==> config.mk <==
export PLATFORM = sky130hd
export DESIGN_NAME = stopwatch_core
export DESIGN_NICKNAME = d
export VERILOG_FILES = /design/src/rtl/stopwatch_pkg.sv /design/src/rtl/stopwatch_bcd_digit_counter.sv /design/src/rtl/stopwatch_core.sv
export SDC_FILE = /design/constraint.sdc
export NUM_CORES = 1
export LEC_CHECK = 0
export CAP_MARGIN = 10
export CORE_ASPECT_RATIO = 0.75
export CORE_UTILIZATION = 40
export DETAILED_ROUTE_END_ITERATION = 7
export PLACE_DENSITY = 0.56
export SYNTH_ARGS = -nofsm -noshare
export SYNTH_HDL_FRONTEND = slang
export SYNTH_SLANG_ARGS = --single-unit
==> constraint.sdc <==
create_clock -name clk -period 3.85 [get_ports clk]
set_input_delay 0.5775 -clock clk [delete_from_list [all_inputs] [get_ports clk]]
set_output_delay 0.5775 -clock clk [all_outputs]
set_load 0.005 [all_outputs]
==> src/rtl/stopwatch_pkg.sv <==
// Shared types and constants for the stopwatch timekeeping slice.
// Holds the state encoding, BCD digit types and the digit step helper.
package stopwatch_pkg;

    typedef enum logic [1:0] {
        ST_IDLE  = 2'd0,
        ST_RUN   = 2'd1,
        ST_LAP   = 2'd2,
        ST_PAUSE = 2'd3
    } state_e;

    localparam int DIGIT_W   = 4;
    localparam int SEC_T_MAX = 5;
    localparam int DIGIT_MAX = 9;

    typedef logic [DIGIT_W-1:0] digit_t;

    typedef struct packed {
        digit_t min_t;
        digit_t min_u;
        digit_t sec_t;
        digit_t sec_u;
        digit_t cs_t;
        digit_t cs_u;
    } bcd_time_t;

    // Next value of a single BCD digit that rolls over to 0 after max.
    function automatic digit_t digit_next(input digit_t q, input logic inc, input digit_t max);
        if (!inc)
            return q;
        if (q == max)
            return '0;
        return q + digit_t'(1);
    endfunction

endpackage

==> src/rtl/stopwatch_bcd_digit_counter.sv <==
// One BCD digit of the elapsed-time cascade; counts 0..MAX and rolls over.
// carry is combinational so the whole cascade advances on a single edge.
module bcd_digit_counter
    import stopwatch_pkg::*;
#(
    parameter int MAX = DIGIT_MAX
) (
    input  logic               clk,
    input  logic               rst,
    input  logic               clr,
    input  logic               inc,
    output logic [DIGIT_W-1:0] q,
    output logic               carry
);

    localparam digit_t LIM = digit_t'(MAX);

    // NOTE: state registers use non-blocking assignments so every digit samples pre-edge values.
    always_ff @(posedge clk or posedge rst) begin
        if (rst)
            q <= '0;
        else if (clr)
            q <= '0;
        else
            q <= digit_next(q, inc, LIM);
    end

    assign carry = inc && (q == LIM);

endmodule

==> src/rtl/stopwatch_core.sv <==
// Stopwatch timekeeping core: run/stop/lap/clear control over a BCD MM:SS.CC
// cascade, with a registered display that freezes while in LAP.
module stopwatch_core
    import stopwatch_pkg::*;
#(
    parameter int TICKS_PER_CS = 10,
    parameter int MAX_MIN      = 59
) (
    input  logic                 clk,
    input  logic                 rst,
    input  logic                 i_tick,
    input  logic                 i_start_stop,
    input  logic                 i_lap,
    input  logic                 i_clear,
    output logic [DIGIT_W-1:0]   o_min_t,
    output logic [DIGIT_W-1:0]   o_min_u,
    output logic [DIGIT_W-1:0]   o_sec_t,
    output logic [DIGIT_W-1:0]   o_sec_u,
    output logic [DIGIT_W-1:0]   o_cs_t,
    output logic [DIGIT_W-1:0]   o_cs_u,
    output logic [1:0]           o_state,
    output logic                 o_wrap
);

    localparam digit_t     MIN_T_LIM = digit_t'(MAX_MIN / 10);
    localparam digit_t     MIN_U_LIM = digit_t'(MAX_MIN % 10);
    localparam digit_t     D_MAX     = digit_t'(DIGIT_MAX);
    localparam digit_t     S_MAX     = digit_t'(SEC_T_MAX);
    localparam logic [7:0] PRE_LAST  = 8'(TICKS_PER_CS - 1);

    state_e    state, next_state;
    logic [7:0] presc;
    logic      counted, cs_step, wrap_now, min_clr;
    logic      inc_cs_t, inc_sec_u, inc_sec_t, inc_min_u, inc_min_t, carry_min_t;
    digit_t    q_min_t, q_min_u, q_sec_t, q_sec_u, q_cs_t, q_cs_u;
    bcd_time_t live, live_next, disp;

    always_ff @(posedge clk or posedge rst) begin
        if (rst)
            state <= ST_IDLE;
        else
            state <= next_state;
    end

    // NOTE: every combinational output gets a default first so no latch is inferred.
    always_comb begin
        next_state = state;
        if (i_clear) begin
            next_state = ST_IDLE;
        end else if (i_start_stop) begin
            unique case (state)
                ST_IDLE, ST_PAUSE: next_state = ST_RUN;
                ST_RUN, ST_LAP:    next_state = ST_PAUSE;
            endcase
        end else if (i_lap) begin
            if (state == ST_RUN)
                next_state = ST_LAP;
            else if (state == ST_LAP)
                next_state = ST_RUN;
        end
    end

    assign counted = i_tick && !i_clear && (state == ST_RUN || state == ST_LAP);
    assign cs_step = counted && (presc == PRE_LAST);

    always_ff @(posedge clk or posedge rst) begin
        if (rst)
            presc <= '0;
        else if (i_clear)
            presc <= '0;
        else if (counted)
            presc <= cs_step ? '0 : presc + 8'd1;
    end

    bcd_digit_counter #(.MAX(DIGIT_MAX)) u_cs_u (
        .clk(clk), .rst(rst), .clr(i_clear), .inc(cs_step),   .q(q_cs_u),  .carry(inc_cs_t));
    bcd_digit_counter #(.MAX(DIGIT_MAX)) u_cs_t (
        .clk(clk), .rst(rst), .clr(i_clear), .inc(inc_cs_t),  .q(q_cs_t),  .carry(inc_sec_u));
    bcd_digit_counter #(.MAX(DIGIT_MAX)) u_sec_u (
        .clk(clk), .rst(rst), .clr(i_clear), .inc(inc_sec_u), .q(q_sec_u), .carry(inc_sec_t));
    bcd_digit_counter #(.MAX(SEC_T_MAX)) u_sec_t (
        .clk(clk), .rst(rst), .clr(i_clear), .inc(inc_sec_t), .q(q_sec_t), .carry(inc_min_u));
    bcd_digit_counter #(.MAX(DIGIT_MAX)) u_min_u (
        .clk(clk), .rst(rst), .clr(min_clr), .inc(inc_min_u), .q(q_min_u), .carry(inc_min_t));
    bcd_digit_counter #(.MAX(DIGIT_MAX)) u_min_t (
        .clk(clk), .rst(rst), .clr(min_clr), .inc(inc_min_t), .q(q_min_t), .carry(carry_min_t));

    assign live = '{min_t: q_min_t, min_u: q_min_u, sec_t: q_sec_t,
                    sec_u: q_sec_u, cs_t: q_cs_t, cs_u: q_cs_u};

    // The minute-tens carry only fires at 99:59.99, which is the wrap point when MAX_MIN is 99.
    assign wrap_now = (inc_min_u && live.min_t == MIN_T_LIM && live.min_u == MIN_U_LIM)
                   || carry_min_t;
    assign min_clr  = i_clear || wrap_now;

    always_comb begin
        live_next       = live;
        live_next.cs_u  = i_clear ? '0 : digit_next(live.cs_u,  cs_step,   D_MAX);
        live_next.cs_t  = i_clear ? '0 : digit_next(live.cs_t,  inc_cs_t,  D_MAX);
        live_next.sec_u = i_clear ? '0 : digit_next(live.sec_u, inc_sec_u, D_MAX);
        live_next.sec_t = i_clear ? '0 : digit_next(live.sec_t, inc_sec_t, S_MAX);
        live_next.min_u = min_clr ? '0 : digit_next(live.min_u, inc_min_u, D_MAX);
        live_next.min_t = min_clr ? '0 : digit_next(live.min_t, inc_min_t, D_MAX);
    end

    // Outside LAP the display tracks the live time edge-for-edge, so holding it on
    // entry to LAP captures exactly the live time of that edge: it is the lap snapshot.
    always_ff @(posedge clk or posedge rst) begin
        if (rst)
            disp <= '0;
        else if (next_state != ST_LAP)
            disp <= live_next;
    end

    always_ff @(posedge clk or posedge rst) begin
        if (rst)
            o_wrap <= 1'b0;
        else
            o_wrap <= wrap_now;
    end

    assign o_min_t = disp.min_t;
    assign o_min_u = disp.min_u;
    assign o_sec_t = disp.sec_t;
    assign o_sec_u = disp.sec_u;
    assign o_cs_t  = disp.cs_t;
    assign o_cs_u  = disp.cs_u;
    assign o_state = state;

endmodule

Yosys cells after proc, flatten, opt, wreduce, memory -nomap -nowiden
Index checks and enable logic that the tools add are counted.

word-level totals
  memories kept = 0
  register bits = 59
  bits in read-only memories = 0
  memory bits (writable) = 0
  latch bits = 0

operators by class
  $lt $le $gt $ge = 0
  $mul = 0
  muxes and demuxes = 93
  shift-type cells = 0
  div/mod/pow operators = 0
  bitwise logic cells = 0
  equality and inequality tests = 12
  add/sub/neg operators = 7
  reductions and logical operators = 19

operators with widths
  kind                                                 count
  two-way mux 4 bit                                    48
  two-way mux 1 bit                                    36
  adder 4 x 1 -> 4 bit, second input constant          6
  two-way mux 8 bit                                    3
  equality test 4 bit, second input constant           5
  logical AND 1 bit                                    11
  two-way mux 2 bit                                    5
  adder 8 x 1 -> 8 bit, second input constant          1
  equality test 4 x 3 -> 1 bit, second input constant  2
  equality test 8 x 4 -> 1 bit, second input constant  1
  equality test 2 bit, second input constant           2
  one-hot mux 2 bit (2 select lines)                   1
  OR reduction 2 bit                                   2
  logical OR 1 bit                                     3
  equality test 2 x 1 -> 1 bit, second input constant  1
  logical NOT 2 bit                                    1
  inequality test 2 bit, second input constant         1
  nonzero test 2 bit                                   1
  logical NOT 1 bit                                    1

Logic depth before layout (Yosys ltp)
  word-level depth = 18
  mapped depth = 9
  depth with buffers taken out = 7

Modules after synthesis
A second synthesis with hierarchy kept.

second synthesis, totals
  cell total of the unflattened synthesis = 384
  area total of the unflattened synthesis = 3515.9 µm²

modules (own cells, without submodules)
  module                          area an instance (µm²)  times used  cells each  sequential area each (µm²)
  stopwatch_core                  2057.0                  1           223         875.8
  bcd_digit_counter (u_cs_t ...)  245.2                   5           27          100.1
  bcd_digit_counter (u_sec_t)     232.7                   1           26          100.1

Worst setup path before layout
Ideal clock, no wire load.

  path type = reg-to-reg
  from = register presc[1]
  to = register presc[4]
  arrival = 1811 ps
  stages on the path, launching flop included = 8
  library setup time = 130 ps
  clock period less this slack = 1941 ps
  slack = 1909 ps
  path through = dfrtp_1 inv_1 ha_1 or4b_2 nor3_1 nor2_1 a21oi_1 mux2i_1

between the ends
  cells in the longest elaborated chain, start to end = 5
  elaborated cells between the ends (all ways) = 6

ends and longest elaborated chain
  element                                                       line                  source
  start: declaration                                            stopwatch_core.sv:32  logic [7:0] presc;
  start signal: assignment                                      stopwatch_core.sv:72  presc <= cs_step ? '0 : presc + 8'd1;
  branches (longest 2 deep; another with adder 8 x 1 -> 8 bit)  -
  two-way mux 8 bit *                                           stopwatch_core.sv:72
  two-way mux 8 bit *                                           stopwatch_core.sv:71  else if (counted)
  two-way mux 8 bit *                                           stopwatch_core.sv:69  else if (i_clear)

Mark *: on every way between the ends. The select of a mux whose other input is x is not followed.
A chain may end at the register's enable or synchronous reset.

Final worst setup path
  from = input port i_lap
  to = register disp, in the netlist o_cs_t[0]

between the ends
  cells in the longest elaborated chain, start to end = 4

ends and longest elaborated chain
  element                 line                   source
  start: declaration      stopwatch_core.sv:13   input logic i_lap,
  two-way mux 2 bit       stopwatch_core.sv:55   end else if (i_lap) begin
  two-way mux 2 bit       stopwatch_core.sv:50   end else if (i_start_stop) begin
  two-way mux 2 bit       stopwatch_core.sv:48   if (i_clear) begin
  inequality test 2 bit   stopwatch_core.sv:111  else if (next_state != ST_LAP)
  end signal: assignment  stopwatch_core.sv:112  disp <= live_next;
  end: declaration        stopwatch_core.sv:36   bcd_time_t live, live_next, disp;

No other way between the ends.

==> results_dict.tcl <==
set metrics [dict create \
    synth_nets 329 \
    drive_above_1_share_pct 8.52 \
    synth.distinct_cells 55 \
    peakVddDrop_mv 0.158 \
    setup_slack_ns 1.20 \
    nets 357 \
    worstHoldStart "o_min_u[1]$_DFFE_PP0P_" \
    wl_per_cell_microns 15.2 \
    drtPass1Iterations 4 \
    ys_async_sr_fraction_pct 100 \
    postSynthAreaPerCell_sq_um 9.47 \
    min_period_ns 2.65 \
    cts.path.max_buffers 2 \
    timing_hold_violations_final 0 \
    ctsHtreeMaxLevel 3 \
    start_kind "input pin" \
    postPlaceCellArea_sq_um 3430 \
    hpwl_microns 4640 \
    timing.final.crit_share_pct 68.9 \
    area_delta_synth_final_pct 19.6 \
    grt_max_degree 41 \
    post-place-ws_ns 0.777 \
    yosysWarnings 0 \
    yosysTopAreaCell "dfrtp_1" \
    p_leak_nw 1.44 \
    setup_violations 0 \
    start_util_pct 41.5 \
    postLayoutCoreUtil_pct 49.6 \
    ys_seq_area_share_pct 48.6 \
    synth_flop_cell "dfrtp_1" \
    critical_path.startpoint "i_lap" \
    critPathKind "input pin to register" \
    synth-seq-cells 59 \
    fmax_mhz 377 \
    dieArea_sq_um 7950 \
    cts_root_buf "clkbuf_8" \
    grt-ovfl-total 0 \
    design_area_sq_um 3630 \
    relSlewSlack_pct 58.9 \
    cts_inserted_buffers 9 \
    io_pins 33 \
    r2r_start "presc[1]$_DFFE_PP0P_" \
    cp-end-kind "register" \
    synth-edff-count 0 \
    maxCapViolations 0 \
    crit_required_ns 4.04 \
    dieHeight_microns 77.5 \
    fillers 705 \
    syn_area_sq_um 3040 \
    grt_setup_unrepaired "no" \
    vias 2439 \
    clock_latency_ns 0.35 \
    ant_nets 0 \
    synth_area_leaders "dfrtp_1 49%, o21ai_0 4.8%, nor2_1 4.2%" \
    synth_most_common_cell "dfrtp_1" \
    n_antenna_cell 0 \
    coreArea_sq_um 7330 \
    netlist_instances 321 \
    io_buffers 32 \
    clkTransAtPathRegs_ns 0.06 \
    rows 27 \
    crit_path_max_incr_delay_ns 0.58 \
    routabilityCongestion 0.796 \
    viasPerCell 5.38 \
    synth_common_cells "59 x dfrtp_1, 34 x nor2_1, 30 x nand2_1" \
    die_x_microns 103 \
    antenna_found_initial 0 \
    wl_microns 6870 \
    first_iter_violations 131 \
    status "complete, no violations" \
    power_density_nw_per_um2 350 \
    grt_pass1_vias 2309 \
    cts_sinks 59 \
    grt_use_total_pct 19.4 \
    worst_path_max_delay_cell "or2_1" \
    worstPathCellList "clkdlybuf4s50_1 -> or3b_1 -> a211oi_4 -> or2_1 -> o21ai_0" \
    skew_ns 0.0116 \
    yosysTopAreaCellShare_pct 48.6 \
    min-delay-path-class "register to register" \
    cts_resized 0 \
    worstMarginPinSlew_ns 0.617 \
    tns_ns 0 \
    holdBufCountCts 0 \
    cts_tree "done" \
    post_cts_buffers 0 \
    grt_pass1_wl_microns 11700 \
    cp_data_arrival_time_ns 2.84 \
    cp_max_fo 17 \
    drc 0 \
    finalMaxSlewViolations 0 \
    power_mw 1.27 \
]
cell families (layout without fill, tap and decap cells):
family                   count (synthesis)  count (layout)  share of synthesized area, %
AO/OA/AOI/OAI                           63              63                          13.2
AND/OR/NAND/NOR                        145             145                          25.9
adder cells (fa/ha/maj)                  2               2                         0.823
multiplexers                             8               8                          2.68
XOR/XNOR                                16              16                          4.61
flip-flops                              59              59                          48.6
buffers and inverters                   28              59                          4.16
worst max-delay path: cells and delay by family:
kind	cells	cell delay, ns
compound gates	2	0.76
buf+inv	1	0.49
simple gates	2	1.01
sequential cells by signal (all words and copies together) (netlist names):
register   count
u_min_t.q      4
o_cs_u         4
u_cs_u.q       4
o_min_t        4
u_sec_u.q      4
o_state        2
o_wrap         1
presc          8
o_min_u        4
u_sec_t.q      4
u_cs_t.q       4
u_min_u.q      4
o_sec_u        4
o_cs_t         4
o_sec_t        4
area by class of cell:
| class | count | area (sq um) | share of cell area [%] |
|---|---|---|---|
| Multi-Input combinational cell | 234 | 1440 | 39.7 |
| Clock inverter | 2 | 35.0 | 0.964 |
| Clock buffer | 12 | 165 | 4.54 |
| Inverter | 8 | 30.0 | 0.826 |
| Tap cell | 101 | 126 | 3.48 |
| Timing Repair Buffer | 37 | 358 | 9.85 |
| Sequential cell | 59 | 1480 | 40.6 |
final timing paths:
path / cells past startpoint / slack [ns] / to
worst min-delay path: 2 / 0.48 / o_min_u[1]$_DFFE_PP0P_
worst max register to register: 7 / 1.32 / o_min_t[3]$_DFFE_PP0P_
max in group asynchronous: 3 / 2.43 / o_min_u[1]$_DFFE_PP0P_
min in group asynchronous: 2 / 0.55 / presc[1]$_DFFE_PP0P_
worst min register to register: 2 / 0.48 / o_min_u[1]$_DFFE_PP0P_
worst max-delay path: 5 / 1.20 / o_cs_t[0]$_DFFE_PP0P_
metrics by stage:
stage,hold slack [ns],cells
2_1_floorplan,0.473,321
3_3_place_gp,0.460,439
3_5_place_dp,0.469,439
4_1_cts,0.482,453
5_1_grt,0.517,453
6_report,0.476,453
placed cells by master, fill, tap and decap left out, types with 2 or more instances in the layout:
master | netlist | layout
and4_1 | 2 | 2
nand3b_1 | 2 | 2
and4bb_2 | 3 | 3
nand3_1 | 11 | 11
a21oi_1 | 9 | 9
inv_1 | 8 | 7
o31ai_1 | 7 | 7
xnor2_1 | 10 | 10
nor4_1 | 7 | 7
nand4b_1 | 3 | 3
dfrtp_1 | 59 | 59
nor3_1 | 9 | 9
a211oi_1 | 3 | 3
clkdlybuf4s50_1 | 0 | 32
xor2_1 | 6 | 6
nand2b_1 | 3 | 3
buf_4 | 3 | 5
mux2i_1 | 7 | 7
and2_1 | 2 | 2
o311ai_0 | 2 | 2
clkbuf_8 | 0 | 12
nor2_1 | 34 | 34
o21ai_0 | 29 | 29
ha_1 | 2 | 2
nor2b_1 | 13 | 13
nand2_1 | 30 | 30
nand4_1 | 10 | 10
o2111ai_1 | 2 | 2
nor3b_1 | 3 | 3
per-layer routing:
metal,track usage [%],share of wire (%),routed length [microns],up-vias
li1,-,-,-,1201
met1,29.9,53,3650,1173
met2,24.7,41,2780,54
met3,6.04,4.8,328,11
met4,7.57,1.5,104,0
met5,0,0,0,-
power by group:
group	switching [mW]	internal, mW
logic	0.0415	0.0178
clock network	0.242	0.344
registers	0.00414	0.623
total	0.288	0.984
Power figures use the tool's default switching activity.
